### src/rtl/cic_comp_pkg.sv
// Shared types and constant helpers for the CIC droop-compensation FIR.
package cic_comp_pkg;

  typedef enum logic [1:0] {IDLE, MAC, DRAIN, OUT} state_t;

  function automatic int clog2(input int n);
    int r;
    r = 0;
    for (int v = n - 1; v > 0; v = v >> 1) r++;
    return r;
  endfunction

  function automatic int coef_frac(input int coef_w);
    return coef_w - 2;
  endfunction

  function automatic int coef_unity(input int coef_w);
    return 1 << coef_frac(coef_w);
  endfunction

  // Clamp a sign-extended value to the range of a w-bit signed word.
  function automatic logic signed [63:0] saturate(input logic signed [63:0] v, input int w);
    logic signed [63:0] hi, lo;
    hi = (64'sd1 <<< (w - 1)) - 64'sd1;
    lo = -(64'sd1 <<< (w - 1));
    if (v > hi) return hi;
    if (v < lo) return lo;
    return v;
  endfunction

endpackage

### src/rtl/cic_comp_mac.sv
// Registered multiplier feeding an accumulator; two-cycle pipe from operands to acc_o.
module cic_comp_mac #(
  parameter int A_W   = 16,
  parameter int B_W   = 18,
  parameter int ACC_W = 38
) (
  input  logic                    clk_i,
  input  logic                    rst_n_i,
  input  logic                    en_i,
  input  logic                    clr_i,
  input  logic signed [A_W-1:0]   a_i,
  input  logic signed [B_W-1:0]   b_i,
  output logic signed [ACC_W-1:0] acc_o
);

  localparam int PW = A_W + B_W;

  logic                    vld_p1;
  logic                    clr_p1;
  logic signed [PW-1:0]    prod_p1;
  logic signed [ACC_W-1:0] prod_ext_p1;
  logic signed [ACC_W-1:0] acc_p2;

  always_ff @(posedge clk_i or negedge rst_n_i) begin
    if (!rst_n_i) begin
      vld_p1 <= 1'b0;
      clr_p1 <= 1'b0;
    end else begin
      vld_p1 <= en_i;
      clr_p1 <= clr_i;
    end
  end

  // p0 -> p1: product register
  always_ff @(posedge clk_i) begin
    if (en_i) prod_p1 <= PW'(a_i) * PW'(b_i);
  end

  assign prod_ext_p1 = ACC_W'(prod_p1);

  // p1 -> p2: accumulator, restarted by the tap-0 product
  always_ff @(posedge clk_i) begin
    if (vld_p1) acc_p2 <= clr_p1 ? prod_ext_p1 : acc_p2 + prod_ext_p1;
  end

  assign acc_o = acc_p2;

endmodule

### src/rtl/cic_comp_fir.sv
// Serial-MAC CIC droop-compensation FIR with runtime-loadable coefficients.
// Define CIC_COMP_ROUND_EN for round-half-up output scaling; otherwise the output is floored.
module cic_comp_fir
  import cic_comp_pkg::*;
#(
  parameter int DATAIN_WIDTH  = 16,
  parameter int DATAOUT_WIDTH = 16,
  parameter int COEF_WIDTH    = 18,
  parameter int NTAPS         = 16,
  localparam int AW = clog2(NTAPS)
) (
  input  logic                            clk_i,
  input  logic                            rst_n_i,
  input  logic signed [DATAIN_WIDTH-1:0]  data_i,
  input  logic                            val_i,
  input  logic                            coef_we_i,
  input  logic [AW-1:0]                   coef_addr_i,
  input  logic signed [COEF_WIDTH-1:0]    coef_data_i,
  output logic signed [DATAOUT_WIDTH-1:0] data_o,
  output logic                            val_o,
  output logic                            busy_o,
  output logic                            ovf_o
);

  localparam int COEF_FRAC = coef_frac(COEF_WIDTH);
  localparam int ACC_W     = DATAIN_WIDTH + COEF_WIDTH + AW;
  localparam logic signed [COEF_WIDTH-1:0] UNITY = COEF_WIDTH'(coef_unity(COEF_WIDTH));
  localparam logic signed [ACC_W-1:0] RND = ACC_W'(1) << (COEF_FRAC - 1);

  state_t                         state, state_nxt;
  logic                           accept;
  logic [AW-1:0]                  wr_ptr, base, tap, rd_addr;
  logic                           drain;
  int                             rd_idx;
  logic signed [DATAIN_WIDTH-1:0] hist [NTAPS];
  logic signed [COEF_WIDTH-1:0]   coef [NTAPS];
  logic signed [ACC_W-1:0]        acc;
  logic signed [ACC_W-1:0]        q;
  logic signed [63:0]             q_sat;

  function automatic logic signed [ACC_W-1:0] scale(input logic signed [ACC_W-1:0] a);
    logic signed [ACC_W-1:0] t;
`ifdef CIC_COMP_ROUND_EN
    t = a + RND;
`else
    t = a;
`endif
    return t >>> COEF_FRAC;
  endfunction

  assign busy_o = (state == MAC) || (state == DRAIN);
  assign val_o  = (state == OUT);

  always_comb begin
    state_nxt = state;
    accept    = 1'b0;
    case (state)
      IDLE:  if (val_i) begin state_nxt = MAC; accept = 1'b1; end
      MAC:   if (tap == AW'(NTAPS - 1)) state_nxt = DRAIN;
      DRAIN: if (drain) state_nxt = OUT;
      OUT: begin
        accept    = val_i;
        state_nxt = val_i ? MAC : IDLE;
      end
      default: state_nxt = IDLE;
    endcase
  end

  always_ff @(posedge clk_i or negedge rst_n_i) begin
    if (!rst_n_i) begin
      state  <= IDLE;
      wr_ptr <= '0;
      base   <= '0;
      tap    <= '0;
      drain  <= 1'b0;
      ovf_o  <= 1'b0;
    end else begin
      state <= state_nxt;
      drain <= (state == DRAIN);
      if (accept) begin
        base   <= wr_ptr;
        wr_ptr <= (wr_ptr == AW'(NTAPS - 1)) ? '0 : wr_ptr + 1'b1;
        tap    <= '0;
      end else if (state == MAC) begin
        tap <= tap + 1'b1;
      end
      if (val_i && busy_o) ovf_o <= 1'b1;
    end
  end

  // Newest sample sits at base; older taps walk backwards around the ring.
  always_comb begin
    rd_idx = int'(base) - int'(tap);
    if (rd_idx < 0) rd_idx = rd_idx + NTAPS;
    rd_addr = AW'(rd_idx);
  end

  always_ff @(posedge clk_i or negedge rst_n_i) begin
    if (!rst_n_i) begin
      for (int i = 0; i < NTAPS; i++) begin
        hist[i] <= '0;
        coef[i] <= (i == 0) ? UNITY : '0;
      end
    end else begin
      if (accept) hist[wr_ptr] <= data_i;
      if (coef_we_i && !busy_o && (int'(coef_addr_i) < NTAPS)) coef[coef_addr_i] <= coef_data_i;
    end
  end

  cic_comp_mac #(
    .A_W   (DATAIN_WIDTH),
    .B_W   (COEF_WIDTH),
    .ACC_W (ACC_W)
  ) u_mac (
    .clk_i   (clk_i),
    .rst_n_i (rst_n_i),
    .en_i    (state == MAC),
    .clr_i   ((state == MAC) && (tap == '0)),
    .a_i     (hist[rd_addr]),
    .b_i     (coef[tap]),
    .acc_o   (acc)
  );

  assign q     = scale(acc);
  assign q_sat = saturate(64'(q), DATAOUT_WIDTH);

  // acc is final during the second drain cycle; publish it as the FSM enters OUT
  always_ff @(posedge clk_i or negedge rst_n_i) begin
    if (!rst_n_i)                   data_o <= '0;
    else if (state == DRAIN && drain) data_o <= DATAOUT_WIDTH'(q_sat);
  end

endmodule

### config.mk
export PLATFORM = sky130hd
export DESIGN_NAME = cic_comp_fir
export DESIGN_NICKNAME = d
export VERILOG_FILES = /design/src/rtl/cic_comp_pkg.sv /design/src/rtl/cic_comp_mac.sv /design/src/rtl/cic_comp_fir.sv
export SDC_FILE = /design/constraint.sdc
export NUM_CORES = 2
export LEC_CHECK = 0
export ABC_AREA = 1
export ABC_CLOCK_PERIOD_IN_PS = 18920
export CORE_ASPECT_RATIO = 1.2
export CORE_MARGIN = 1
export CORE_UTILIZATION = 45
export DETAILED_ROUTE_END_ITERATION = 8
export GPL_ROUTABILITY_DRIVEN = 0
export PLACE_DENSITY_LB_ADDON = 0.12
export SKIP_LAST_GASP = 1
export SYNTH_ARGS = -nofsm -noshare
export SYNTH_HDL_FRONTEND = slang
export SYNTH_SLANG_ARGS = --single-unit
### constraint.sdc
create_clock -name clk_i -period 18.92 [get_ports clk_i]
set_clock_uncertainty 0.2 [all_clocks]
set_input_delay 3.784 -clock clk_i [delete_from_list [all_inputs] [get_ports clk_i]]
set_output_delay 3.784 -clock clk_i [all_outputs]
set_load 0.03 [all_outputs]
; ---- Word-level counts from Yosys, hierarchy flattened
; Cells that the tools add are included.
[totals]
reg_bits = 650
latchBits = 0
ramBits = 0
rom_bits = 0
inputBits = 42
output_inout_bits = 19
wordCells = 113
memories = 0
[classes]
n_addsub = 5
multipliers = 1
div = 0
n_lt_le_gt_ge = 9
n_eq_ne = 8
shifts = 0
mux = 31
bitwise = 4
n_reduce_logical = 12
[ops]
columns = operator, count
row1 = bitwise mux 288 bit, 1
row2 = bitwise mux 256 bit, 1
row3 = 2-to-1 mux 16 bit, 7
row4 = binary-select mux 18 bit (select 4 bit), 1
row5 = demux 18 bit (select 4 bit), 1
row6 = binary-select mux 16 bit (select 4 bit), 1
row7 = demux 16 bit (select 4 bit), 1
row8 = 2-to-1 mux 18 bit, 3
row9 = adder 38 x 34 -> 38 bit, 1
row10 = 2-to-1 mux 38 bit, 1
row11 = multiplier 16 x 18 -> 34 bit, 1
row12 = "> comparator 22 x 16 -> 1 bit, second input constant", 1
row13 = "< comparator 22 x 16 -> 1 bit, second input constant", 1
row14 = "greater-or-equal comparator 5 bit, second input constant", 4
row15 = inverter 4 -> 5 bit, 4
row16 = 2-to-1 mux 4 bit, 4
row17 = "< comparator 5 x 1 -> 1 bit, second input constant", 3
row18 = "adder 4 x 1 -> 4 bit, second input constant", 3
row19 = "== test 4 bit, second input constant", 2
row20 = one-hot mux 2 bit (4 select lines), 1
row21 = logical AND 1 bit, 6
row22 = 2-to-1 mux 2 bit, 3
row23 = "inequality test 2 bit, second input constant", 3
row24 = 2-to-1 mux 1 bit, 5
row25 = 10 further kinds, 11

; ---- Longest topological paths before layout
[depth]
depth_word = 8
mapped_depth = 38
mapped_depth_nobuf = 36

; ---- Modules after synthesis
; From an unflattened synthesis, not the netlist that was laid out.
[unflattened]
cells_unflattened = 6144
hier_area_um2 = 45377.3
[by_module_without_submodules]
columns = mod, instances, cells_each, area_each_um2, seq_area_each_um2
row1 = cic_comp_fir, 1, 3831, 28230.8, 14415.1
row2 = cic_comp_mac, 1, 2313, 17146.4, 2212.1

; ---- Worst setup path before layout
; OpenSTA, ideal clock, no wires.
[synth_path]
kind = register -> register
from = reg tap[1]
to = reg u_mac.prod_p1[33] (data pin)
setup_ns = 0.253
arrival_ns = 6.965
required_time_ns = 18.467
slack_ns = 11.502
path_stages_with_launch = 30
n_path_buf = 4
synth_period_minus_slack_ns = 7.418
path_cell_list = dfrtp_1 -> inv_2 -> buf_4 -> buf_2 -> fa_1 -> inv_2 -> buf_2 -> buf_2 -> a21oi_1 -> a32oi_1 -> o21ai_0 -> nand2_1 -> nand2_2 -> nor2_1 -> fa_1 -> fa_1 -> fa_1 -> inv_1 -> fa_1 -> fa_1 -> fa_1 -> inv_1 -> ha_1 -> inv_1 -> nor3_1 -> nand2_1 -> nor3_1 -> a21oi_1 -> nand3_1 -> nand2_1
[synth_between]
elab_chain_len = 8
word_cells_on_any_way = 13
cone_classes = add/sub (2) / mul (1) / order compare (1) / mux (7) / bitwise (2)
[synth_lines]
columns = item, line_no
row1 = from (decl), cic_comp_fir.sv:32  ; logic [AW-1:0] wr_ptr, base, tap, rd_addr;
row2 = from (signal assigned), cic_comp_fir.sv:85  ; tap <= tap + 1'b1;
row3 = subtractor 4 x 4 -> 5 bit, cic_comp_fir.sv:93  ; rd_idx = int'(base) - int'(tap);
row4 = adder 4 x 1 -> 4 bit / < comparator 5 x 1 -> 1 bit (equally long branches), cic_comp_fir.sv:94  ; if (rd_idx < 0) rd_idx = rd_idx + NTAPS;
row5 = 2-to-1 mux 4 bit, cic_comp_fir.sv:94
row6 = inverter 4 -> 5 bit (implied by the code), cic_comp_fir.sv:119  ; .a_i (hist[rd_addr]),
row7 = binary-select mux 16 bit (select 4 bit), cic_comp_fir.sv:119
row8 = 2-to-1 mux 16 bit (implied by the code) (2 in a row), cic_comp_fir.sv:119
row9 = multiplier 16 x 18 -> 34 bit (*), cic_comp_mac.sv:36  ; if (en_i) prod_p1 <= PW'(a_i) * PW'(b_i);
row10 = to (signal assigned), cic_comp_mac.sv:36
row11 = to (decl), cic_comp_mac.sv:20  ; logic signed [PW-1:0] prod_p1;
; Every way passes the cells marked *; elsewhere a longest branch is shown, timed or not. The select of a mux whose other input is x is not followed.
; A chain may end at the register's enable or synchronous reset.

; ---- Worst setup path in the final report
[layout_path]
from = reg tap[1]
to = reg u_mac.prod_p1[32] (data pin)
; Same word-level chain as after synthesis.

==> impl_metrics.env <==
export IMPL_nets=5678
export IMPL_synthArstFlopShare_pct=88.9
export IMPL_yosys_area_top_type="dfrtp_1"
export IMPL_synth_main_ff_cell="dfrtp_1"
export IMPL_period_needed_ps=9840
export IMPL_cap_violations=0
export IMPL_worstHoldEndpoint="coef[194]"
export IMPL_cts_sinks=650
export IMPL_n_fill_cell=9182
export IMPL_relSlewSlack_pct=29.9
export IMPL_path_common_cell="fa_1"
export IMPL_grt_overflow_total=0
export IMPL_ant_nets=0
export IMPL_drv_slew=0
export IMPL_cts_tree="built"
export IMPL_die_area_um2=96000
export IMPL_max_freq_ghz=0.102
export IMPL_synthCells=5262
export IMPL_drt_iter0_drc=2726
export IMPL_cts_root_buf="clkbuf_16"
export IMPL_wl_per_cell_um=19.1
export IMPL_core_um2=93900
export IMPL_grt_pass1_vias=34050
export IMPL_htree_num_levels=3
export IMPL_portBuffers=60
export IMPL_hold_viol_final=0
export IMPL_grt_usage_pct=26.3
export IMPL_rrSetupSlack_ps=9080
export IMPL_vias=34645
export IMPL_place_hpwl_mm=84.2
export IMPL_max_stage_delay_ps=800
export IMPL_antenna_found_initial=2
export IMPL_fin_crit_sh_pct=52.0
export IMPL_drt_wl_total_mm=124
export IMPL_rr_worst_depth=31
export IMPL_syn_area_um2=42600
export IMPL_grt_pass1_wl_mm=198
export IMPL_cts_buffer_depth=3
export IMPL_ys_top_cells_by_area="dfrtp_1 (34%), fa_1 (14%), nand2_1 (13%)"
export IMPL_ys_seq_area_share_pct=39.0
export IMPL_clk_latency_ps=660
export IMPL_fin_tns_setup_ps=0
export IMPL_setup_viol=0
export IMPL_drc=0
export IMPL_yosys_top_cells_count="nand2_1 (1442), o21ai_0 (661), inv_1 (646)"
export IMPL_drive_gt1_share_pct=4.79
export IMPL_synth_area_per_cell_um2=8.11
export IMPL_hold_path_class="reg -> reg"
export IMPL_syn_to_final_growth_pct=9.36
export IMPL_timing_rr_end="u_mac.prod_p1[32]"
export IMPL_die_h_um=339
export IMPL_vias_per_cell=5.32
export IMPL_worstPathMaxFanout=69
export IMPL_endpoint_kind="flip-flop"
export IMPL_min_delay_start="coef[194]"
export IMPL_cts_resized=0
export IMPL_cts_buffers=72
export IMPL_grt_max_degree=159
export IMPL_drtPass1Iterations=6
export IMPL_whs_path_depth=2
export IMPL_die_w_um=283
export IMPL_rows=123
export IMPL_grt_setup_unrepaired="no"
export IMPL_synth_edf_count=72
export IMPL_cts_setup_buffers=0
export IMPL_cts_clk_slew_worst_paths_ps=60
export IMPL_synth_most_common_cell="nand2_1"
export IMPL_ioPinCount=61
export IMPL_slowest_stage="dfrtp_1"
export IMPL_ys_types=48
export IMPL_synth_seq_cells=650
export IMPL_hold_buffers=0
export IMPL_tightest_slew_ps=1050
export IMPL_worstSetupPathType="reg -> reg"
export IMPL_cp_required_ps=19100
export IMPL_status="completed"
export IMPL_syn_num_nets=5733
export IMPL_start_util_pct=45.4
export IMPL_yosys_warnings=0
export IMPL_r2r_start="tap[1]"
export IMPL_yosys_area_top_type_share_pct=33.9
export IMPL_cp_start_kind="flip-flop"
export IMPL_crit_arrival_ps=10020
final cells by class:
cell class / count / area [um^2] / share of cell area (%)
Multi-Input combinational cell: 3679 / 22400 / 47.9
Sequential cell: 650 / 16600 / 35.7
Inverter: 688 / 2590 / 5.56
Clock buffer: 99 / 2030 / 4.36
Tap cell: 1250 / 1560 / 3.35
Timing Repair Buffer: 116 / 1050 / 2.25
Clock inverter: 26 / 414 / 0.888
Antenna cell: 1 / 2.50 / 0.00537
how the worst max path moves through the flow:
| stage | start | endpoint | slack, ps | cells past startpoint |
|---|---|---|---|---|
| after CTS | tap[1] | u_mac.prod_p1[32] | 9220 | 31 |
| after detailed placement | tap[1] | u_mac.prod_p1[32] | 9260 | 31 |
| final | tap[1] | u_mac.prod_p1[32] | 9080 | 31 |
| after global placement | tap[1] | u_mac.prod_p1[32] | 9310 | 31 |
| after global routing | tap[1] | u_mac.prod_p1[32] | 8610 | 31 |
| after floorplan | tap[1] | u_mac.prod_p1[33] | 11500 | 29 |
critical path, delay by kind of cell, from the launching register on:
family | cells | cell delay, ps
adders and majority gates | 8 | 3870
AOI/OAI and AO/OA | 6 | 1730
buffers and inverters | 9 | 1900
DFF | 1 | 800
and+or+nand+nor | 8 | 980
logic make-up after synthesis:
logic type / after synthesis / share of synthesized area (%)
xor+xnor: 41 / 0.974
buf+inv: 933 / 8.73
fa+ha+maj: 429 / 17.7
simple gates: 2100 / 19.5
flops: 650 / 39.0
compound gates: 1109 / 14.1
metal layers:
metal	global-route usage (%)	up-vias	share of wire, %
met2	43.3	965	47
met5	0	-	0
met4	7.99	0	3.0
met1	36.4	16865	45
li1	-	16602	-
met3	3.10	213	5.0
state kept, by name (all words and copies together), names as in the netlist:
signal         count
u_mac.prod_p1     34
tap                4
coef             288
base               4
u_mac.clr_p1       1
hist             256
state              2
ovf_o              1
data_o            16
drain              1
u_mac.acc_o       38
wr_ptr             4
u_mac.vld_p1       1
layout by cell type (no fill, tap or decap), types with 6 or more instances in the layout:
cell type and n:
a21o_1 8, a21oi_1 317, a32o_1 56, a32oi_1 12, buf_4 54, bufinv_16 6, clkbuf_1 14, clkbuf_16 72
clkbuf_8 13, clkdlybuf4s50_1 59, clkinv_1 25, clkinv_2 9, dfrtp_1 576, edfxtp_1 72, fa_1 291, ha_1 135
inv_1 645, inv_2 15, nand2_1 1442, nand2_2 13, nand3_1 92, nand3b_1 8, nand4_1 19, nand4_2 15
nor2_1 467, nor2_2 15, nor3_1 15, o21ai_0 661, o21bai_1 13, o22ai_1 18, or2_2 10, xnor2_1 15
xor2_1 23
per-stage QoR:
step	instance area, um^2	std cells	hold slack, ps	util (%)	setup WS (ps)
2_1_floorplan	42600	5262	248	-	11500
3_3_place_gp	44200	6383	261	47.1	9310
3_5_place_dp	44200	6383	267	47.1	9260
4_1_cts	46600	6508	283	49.7	9220
5_1_grt	46600	6508	290	49.7	8610
6_report	46600	6509	280	49.7	9080
Power is not shown: default switching activity piles up to over one toggle a cycle in this logic, so the estimate is an artifact.
